`config.mk`:
```
export PLATFORM = sky130hd
export DESIGN_NAME = dot_product_accumulator
export DESIGN_NICKNAME = d
export VERILOG_FILES = /design/src/rtl/dot_product_accumulator.sv
export SDC_FILE = /design/constraint.sdc
export NUM_CORES = 1
export LEC_CHECK = 0
export BUFFER_PORTS_ARGS = -buffer_cell sky130_fd_sc_hd__buf_4
export CAP_MARGIN = 20
export CORE_AREA = 2 2 204 206
export CTS_CLUSTER_SIZE = 10
export DETAILED_ROUTE_END_ITERATION = 6
export DIE_AREA = 0 0 206 208
export PLACE_DENSITY = 0.56
export SLEW_MARGIN = 20
export SYNTH_ARGS = -nofsm -noshare
export SYNTH_HDL_FRONTEND = slang
export SYNTH_SLANG_ARGS = --single-unit
```
`constraint.sdc`:
```
create_clock -name clk -period 11.4 [get_ports clk]
set_input_delay 2.28 -clock clk [delete_from_list [all_inputs] [get_ports clk]]
set_output_delay 2.28 -clock clk [all_outputs]
set_load 0.03 [all_outputs]
```
`src/rtl/dot_product_accumulator.sv`:
```
// -----------------------------------------------------------------------------
// dot_product_accumulator
//
// Streams signed operand pairs (a, b) in over a valid/ready handshake and
// produces one dot product every K_LEN accepted pairs. The running sum lives in
// r_acc while the finished result waits in a separate holding register. The
// next group can therefore accumulate while the consumer has not yet taken the
// previous result. Only the pair that completes a group can be backpressured.
// Arithmetic wraps modulo 2^ACC_WIDTH.
//
// Ports:
//   clk      in   clock; all state updates on its rising edge
//   reset    in   synchronous active-high reset; overrides clk_en
//   clk_en   in   global stall; 0 freezes all state and blocks every transfer
//   i_a      in   [IN_WIDTH-1:0]  operand a, two's complement
//   i_b      in   [IN_WIDTH-1:0]  operand b, two's complement
//   i_valid  in   operand pair valid
//   i_ready  out  block accepts a pair this cycle (combinational)
//   o_data   out  [ACC_WIDTH-1:0] dot product result, two's complement
//   o_valid  out  o_data holds an unconsumed result
//   o_ready  in   consumer takes o_data this cycle
// -----------------------------------------------------------------------------
module dot_product_accumulator #(
  parameter int IN_WIDTH  = 16,
  parameter int ACC_WIDTH = 48,
  parameter int K_LEN     = 8
) (
  input  logic                 clk,
  input  logic                 reset,
  input  logic                 clk_en,
  input  logic [IN_WIDTH-1:0]  i_a,
  input  logic [IN_WIDTH-1:0]  i_b,
  input  logic                 i_valid,
  output logic                 i_ready,
  output logic [ACC_WIDTH-1:0] o_data,
  output logic                 o_valid,
  input  logic                 o_ready
);

  localparam int                PROD_WIDTH = 2 * IN_WIDTH;
  localparam int                CNT_WIDTH  = (K_LEN > 1) ? $clog2(K_LEN) : 1;
  localparam logic [CNT_WIDTH-1:0] CNT_LAST = CNT_WIDTH'(K_LEN - 1);

  logic [ACC_WIDTH-1:0]        r_acc;
  logic [CNT_WIDTH-1:0]        r_cnt;
  logic [ACC_WIDTH-1:0]        r_o_data;
  logic                        r_o_valid;

  logic signed [PROD_WIDTH-1:0] w_a_ext;
  logic signed [PROD_WIDTH-1:0] w_b_ext;
  logic signed [PROD_WIDTH-1:0] w_prod;
  logic [ACC_WIDTH-1:0]        w_prod_ext;
  logic [ACC_WIDTH-1:0]        w_acc_base;
  logic [ACC_WIDTH-1:0]        w_sum;
  logic                        w_last;
  logic                        w_acc_fire;
  logic                        w_out_fire;
  logic                        w_complete;

  // Explicit sign extension keeps both multiplier operands at the product
  // width, so the multiply is a plain same-width signed operation.
  assign w_a_ext    = {{IN_WIDTH{i_a[IN_WIDTH-1]}}, i_a};
  assign w_b_ext    = {{IN_WIDTH{i_b[IN_WIDTH-1]}}, i_b};
  assign w_prod     = w_a_ext * w_b_ext;
  assign w_prod_ext = {{(ACC_WIDTH - PROD_WIDTH){w_prod[PROD_WIDTH-1]}}, w_prod};

  // The first pair of a group overwrites the accumulator rather than adding
  // to it. A group therefore never depends on what r_acc held before.
  assign w_acc_base = (r_cnt == '0) ? '0 : r_acc;
  assign w_sum      = w_acc_base + w_prod_ext;

  assign w_last     = (r_cnt == CNT_LAST);

  // Only the completing pair needs a free (or freeing) output slot; every
  // other pair is taken whenever the block is enabled.
  assign i_ready    = clk_en & (~w_last | ~r_o_valid | o_ready);
  assign w_acc_fire = clk_en & i_valid & i_ready;
  assign w_out_fire = clk_en & r_o_valid & o_ready;
  assign w_complete = w_acc_fire & w_last;

  // Accumulator and pair counter.
  // NOTE: sequential state is assigned with non-blocking (<=) so every
  // register samples pre-edge values regardless of statement order.
  always_ff @(posedge clk) begin
    if (reset) begin
      r_acc <= '0;
      r_cnt <= '0;
    end else if (w_acc_fire) begin
      if (w_last) begin
        r_acc <= '0;
        r_cnt <= '0;
      end else begin
        r_acc <= w_sum;
        r_cnt <= r_cnt + CNT_WIDTH'(1);
      end
    end
  end

  // Output holding register. Completion takes precedence over consumption:
  // when both happen in one cycle the new result replaces the consumed one
  // and o_valid never drops.
  always_ff @(posedge clk) begin
    if (reset) begin
      r_o_data  <= '0;
      r_o_valid <= 1'b0;
    end else if (w_complete) begin
      r_o_data  <= w_sum;
      r_o_valid <= 1'b1;
    end else if (w_out_fire) begin
      r_o_valid <= 1'b0;
    end
  end

  assign o_data  = r_o_data;
  assign o_valid = r_o_valid;

endmodule

```
# --- Word-level counts from Yosys, hierarchy flattened ---
# Cells that the tools add are included.
totals:
  latch_bits: 0
  ramBits: 0
  memories: 0
  rom_bits: 0
  reg_bits: 100
  output_inout_bits: 50
op_classes:
  mul: 1
  n_div: 0
  n_addsub: 2
  magnitude_cmp: 0
  n_eq_ne: 1
  n_bitwise: 10
  n_reduce_logical: 2
  muxes: 5
  shift: 0
ops:
  columns: ["operator", "n"]
  rows:
  - ["48-bit 2-to-1 mux", 2]
  - ["48-bit adder", 1]
  - ["16-bit by 16-bit multiplier with 32-bit output", 1]
  - ["1-bit bitwise AND", 6]
  - ["3-bit by 1-bit adder with 3-bit output, second input constant", 1]
  - ["3-bit == test, second input constant", 1]
  - ["3-bit zero test", 1]
  - ["3-bit 2-to-1 mux", 1]
  - ["1-bit 2-to-1 mux", 2]
  - ["1-bit inverter", 2]
  - ["1-bit bitwise OR", 2]
  - ["2-bit nonzero test", 1]

# --- Depth between registers and ports, before layout ---
depth:
  depth_word: 8
  ltp_mapped: 45
  ltp_nobuf: 43

# --- Least setup slack after synthesis ---
# OpenSTA, ideal clock, no wires.
synth_timing:
  path_type: "input -> register"
  start: "input port i_a[15]"
  end: "register r_acc[45]"
  path_buffers: 2
  arrival_time_ps: 10498
  setup_slack_ps: 774
  required_time_ps: 11272
  cell_stages: 32
  setup_time_ps: 128
  path_cell_list: "clkbuf_1 -> nand2_1 -> inv_1 -> fa_1 -> fa_1 -> fa_1 -> fa_1 -> fa_1 -> inv_1 -> fa_1 -> inv_1 -> ha_1 -> nand4_1 -> nor3_1 -> nand2_1 -> o2bb2ai_1 -> a31oi_1 -> o21ai_1 -> xnor2_1 -> inv_2 -> buf_1 -> ha_1 -> nand2_1 -> o41a_1 -> o21a_1 -> o31a_1 -> o32ai_2 -> mux2i_1 -> xnor2_1 -> a21oi_1 -> o21ai_1 -> nor2b_1"
synth_between:
  elab_chain_len: 3
synth_lines:
  columns: ["item", "line_no", "rtl"]
  rows:
  - ["from (decl)", "31", "input logic [IN_WIDTH-1:0] i_a,"]
  - ["16-bit by 16-bit multiplier with 32-bit output", "64", "assign w_prod = w_a_ext * w_b_ext;"]
  - ["48-bit adder", "70", "assign w_sum = w_acc_base + w_prod_ext;"]
  - ["48-bit 2-to-1 mux", "89", "if (w_last) begin"]
  - ["to (signal assigned)", "93", "r_acc <= w_sum;"]
  - ["to (decl)", "44", "logic [ACC_WIDTH-1:0] r_acc;"]
# Every way passes these cells.
# A chain may end at the register's enable or synchronous reset.

# --- Worst setup path in the final report ---
layout_timing:
  start: "input port i_b[7]"
  end: "register r_acc[45]"
layout_between:
  elab_chain_len: 3
layout_lines:
  columns: ["item", "line_no", "rtl"]
  rows:
  - ["from (decl)", "32", "input logic [IN_WIDTH-1:0] i_b,"]
  - ["16-bit by 16-bit multiplier with 32-bit output", "64", null]
  - ["48-bit adder", "70", null]
  - ["48-bit 2-to-1 mux", "89", null]
# Every way passes these cells.

==> impl.org <==
** Run status
- The run finished with clean final reports.

** Synthesis
- For this run, the register share of the synthesized area comes to 0.125.
- Per-instance average area after synthesis :: 8.42 um2
- The synthesized design spends more area on one cell type than any other, namely sky130_fd_sc_hd__fa_1.
- Count of flip-flops with a built-in enable after synthesis :: 0
- Yosys top cell area share :: 0.328
- Prevailing post-synth register cell :: sky130_fd_sc_hd__dfxtp_1
- Net count after synthesis :: 2334
- Post-synth cell types :: 57
- Area of the mapped netlist :: 16000 um2
- Most area-consuming cells after synthesis :: sky130_fd_sc_hd__fa_1 33%, sky130_fd_sc_hd__dfxtp_1 12%, sky130_fd_sc_hd__ha_1 9.9%
- Synthesized flop and latch total :: 100
- During synthesis, Yosys emitted a total of 0 warnings.
- Synthesis produced 1907 cells.
- Of all flip-flops after synthesis, the portion carrying an async set or reset was 0.

** Routing
- Routed Antenna Nets :: 0
- After the first detailed-routing iteration, the DRC count stood at 673.
- Remaining design rule violation count :: 0
- After detailed routing, the total wire length is 39100 um.
- Vias per inst :: 5.07
- Number of vias after detailed routing :: 12500
- Detail-routed net length per standard cell :: 15.8 um
- Iteration count of the initial detailed-routing pass :: 5

** Placed design
- Number of buffers added on ports :: 86
- Detailed placement ended at an HPWL of 31300 um.
- RePlAce Congestion :: 0.850

** Die
- Die Span X :: 206 um
- Placeable core region :: 40600 um2
- I/O Pins :: 87
- The floorplan has 74 rows.
- The die covers 42800 um2.
- Vertical extent of the die :: 208 um
- Starting Density :: 0.396

** Clock network
- Clk pin slew, worst setup/hold paths :: 0.07 ns
- The number of clock buffers added by TritonCTS is 9.
- TritonCTS built the clock tree.
- Htree depth :: 3
- For this design, the CTS-stage hold fixing added 0 buffers.
- The tree built by TritonCTS fans out to 100 sinks.
- CTS Buffer Depth :: 2
- The clock reaches the later pin of the worst-skew pair after 0.35 ns.
- Cell at the root of the clock tree :: sky130_fd_sc_hd__clkbuf_16

** Job
- Max-capacitance violation count :: 0

** Worst setup path
- Critical-path maximum fanout :: 16
- Largest stage delay on the critical path :: 0.67 ns
- The worst setup path is captured at a flip-flop.
- WP data arrival :: 10.96 ns
- Counting both buffers and inverters, the worst setup path holds a total of 4.
- STA classifies the critical path startpoint as an input pin.
- At the worst endpoint, the required time is 11.60 ns.
- Top Family by Delay on Critical Path :: adder cells
- Critical Setup Path Class :: in2reg
- Worst-path cell with the longest stage delay :: sky130_fd_sc_hd__fa_1

** Timing
- For the pin with the worst max-slew slack, the measured transition is 1.07 ns.
- Fraction of the cycle the final worst path needs :: 0.944
- The total count of hold-check failures in the final report is 0.
- Timing would allow up to 0.0929 GHz.
- Clock skew on the completed layout was measured at 0.00799 ns.
- Worst slew margin relative to its limit :: 0.286
- After layout, the minimum clock period comes to 10.76 ns.
- Count of final max-slew check failures :: 0
- TNS Setup :: 0 ns
- Setup violations remaining at the end of the flow were counted as 0.

** Global route
- Across every metal layer, demand over resource in global routing totals 0.194.
- Maximum number of pins on one net before global-route repair :: 101
- Total congestion overflow after global routing :: 0
- The via count of the first global-routing pass came to 13100.
- First-pass GRT wire length :: 67300 um
- The number of antenna violations at the first check in global routing is 0.

** Finish
- Layout Utilization :: 0.431
- For this run, the post-layout net count is 2362.
- 0 antenna diodes ended up in the layout.
- Layout cells sized above 1 :: 0.0675
- Layout area overhead :: 8.81%

** Worst hold path
- Worst min-delay path class :: reg2reg
==> Yosys cell counts (4+ instances only) <==
library cell / n
sky130_fd_sc_hd__a22oi_1: 26
sky130_fd_sc_hd__ha_1: 127
sky130_fd_sc_hd__o21ai_0: 25
sky130_fd_sc_hd__xor2_1: 22
sky130_fd_sc_hd__a21oi_1: 136
sky130_fd_sc_hd__a21o_1: 37
sky130_fd_sc_hd__o21a_1: 15
sky130_fd_sc_hd__nor3_1: 23
sky130_fd_sc_hd__o21ai_1: 9
sky130_fd_sc_hd__a211oi_1: 11
sky130_fd_sc_hd__and2_1: 168
sky130_fd_sc_hd__or3_1: 4
sky130_fd_sc_hd__buf_1: 10
sky130_fd_sc_hd__a31oi_1: 7
sky130_fd_sc_hd__xnor2_1: 65
sky130_fd_sc_hd__nand3_1: 15
sky130_fd_sc_hd__o211ai_1: 5
sky130_fd_sc_hd__nand2_1: 228
sky130_fd_sc_hd__nand2b_1: 12
sky130_fd_sc_hd__nor2_1: 140
sky130_fd_sc_hd__dfxtp_1: 100
sky130_fd_sc_hd__clkbuf_1: 74
sky130_fd_sc_hd__and3_1: 7
sky130_fd_sc_hd__nor2b_1: 6
sky130_fd_sc_hd__inv_1: 305
sky130_fd_sc_hd__fa_1: 263
sky130_fd_sc_hd__nand4_1: 9
sky130_fd_sc_hd__o21bai_1: 12
==> worst reg2reg max path: stages, from the launching register on <==
cell	delay (ns)
sky130_fd_sc_hd__dfxtp_1	0.37
sky130_fd_sc_hd__inv_1	0.06
sky130_fd_sc_hd__ha_1	0.20
sky130_fd_sc_hd__nand2b_1	0.27
sky130_fd_sc_hd__and2_1	0.19
sky130_fd_sc_hd__ha_1	0.20
sky130_fd_sc_hd__fa_1	0.25
sky130_fd_sc_hd__a211oi_1	0.10
sky130_fd_sc_hd__nor2_1	0.24
sky130_fd_sc_hd__o221ai_1	0.19
sky130_fd_sc_hd__o22ai_1	0.31
sky130_fd_sc_hd__a31oi_1	0.13
sky130_fd_sc_hd__buf_4	0.18
sky130_fd_sc_hd__o31a_1	0.30
sky130_fd_sc_hd__o21a_1	0.25
sky130_fd_sc_hd__o31ai_1	0.41
sky130_fd_sc_hd__nand3_1	0.16
sky130_fd_sc_hd__o21ai_1	0.27
sky130_fd_sc_hd__mux2i_1	0.44
sky130_fd_sc_hd__xnor2_1	0.16
sky130_fd_sc_hd__o21ai_0	0.08
sky130_fd_sc_hd__a22oi_1	0.14
sky130_fd_sc_hd__nor2_1	0.05
==> sequential cells by signal, indices dropped and copies added (netlist names) <==
name	count
o_data	48
r_acc	48
r_cnt	3
o_valid	1
==> path summary, 6_finish.rpt <==
check,depth (start not counted),startpoint,endpoint,slack (ns)
worst max-delay path,40,i_b[7],r_acc[45],0.64
worst min-delay path,2,o_data[45],o_data[45],0.46
worst max register to register,22,r_cnt[0],r_acc[42],6.31
worst min register to register,2,o_data[45],o_data[45],0.46
==> timing repair <==
action / CTS / global route
buffers inserted: 0 / 1
endpoints found under the setup margin: 0 / 4
resized for setup: 0 / 5
==> layout make-up <==
| class | count | area (um2) |
|---|---|---|
| clock buffers | 11 | 233 |
| flip-flops and latches | 100 | 2000 |
| clock inverters | 5 | 43.8 |
| fillers | 4094 | 23100 |
| multi-input cells | 1416 | 12600 |
| well taps | 532 | 666 |
| inverters | 306 | 1150 |
| repair buffers | 102 | 766 |
==> routing by layer <==
layer	track usage	routed length, um	share of wire
met3	0.0177	1320	0.034
met2	0.330	19400	0.50
met1	0.274	18000	0.46
met5	0	0	0
met4	0.0286	376	0.0096
==> stage by stage <==
| stage | cells | setup WS (ns) | instance area (um2) | hold WS (ns) |
|---|---|---|---|---|
| final | 2472 | 0.639 | 17500 | 0.456 |
| after CTS | 2471 | 0.587 | 17400 | 0.458 |
| after global routing | 2472 | -0.0453 | 17500 | 0.481 |
| after detailed placement | 2455 | 0.233 | 17200 | 0.449 |
| after floorplan | 1907 | 0.774 | 16000 | 0.444 |
| after global placement | 2455 | 0.321 | 17200 | 0.447 |
==> cells in the final DEF (no fill, tap or decap), drive strengths merged, types with 9 or more instances in the layout <==
master,count
ha,127
nand2,228
dfxtp,100
and2,169
fa,263
nor3,23
o21ai,34
nand2b,12
a22oi,26
clkbuf,11
xnor2,65
nor2,140
nand4,9
o21bai,13
a21oi,136
nand3,15
a211oi,11
a21o,37
o21a,15
xor2,22
inv,308
buf,102
==> logic make-up (layout without fill, tap and decap cells) <==
group	count (synthesis)	after routing	share of synthesized area
AO/OA/AOI/OAI	311	311	0.121
XOR/XNOR	89	89	0.0503
buffers and inverters	391	424	0.0915
adder cells (fa/ha/maj)	390	390	0.427
multiplexers	3	3	0.00187
flip-flops	100	100	0.125
AND/OR/NAND/NOR	623	623	0.183
Power is not shown: default switching activity piles up to over one toggle a cycle in this logic, so the estimate is an artifact.
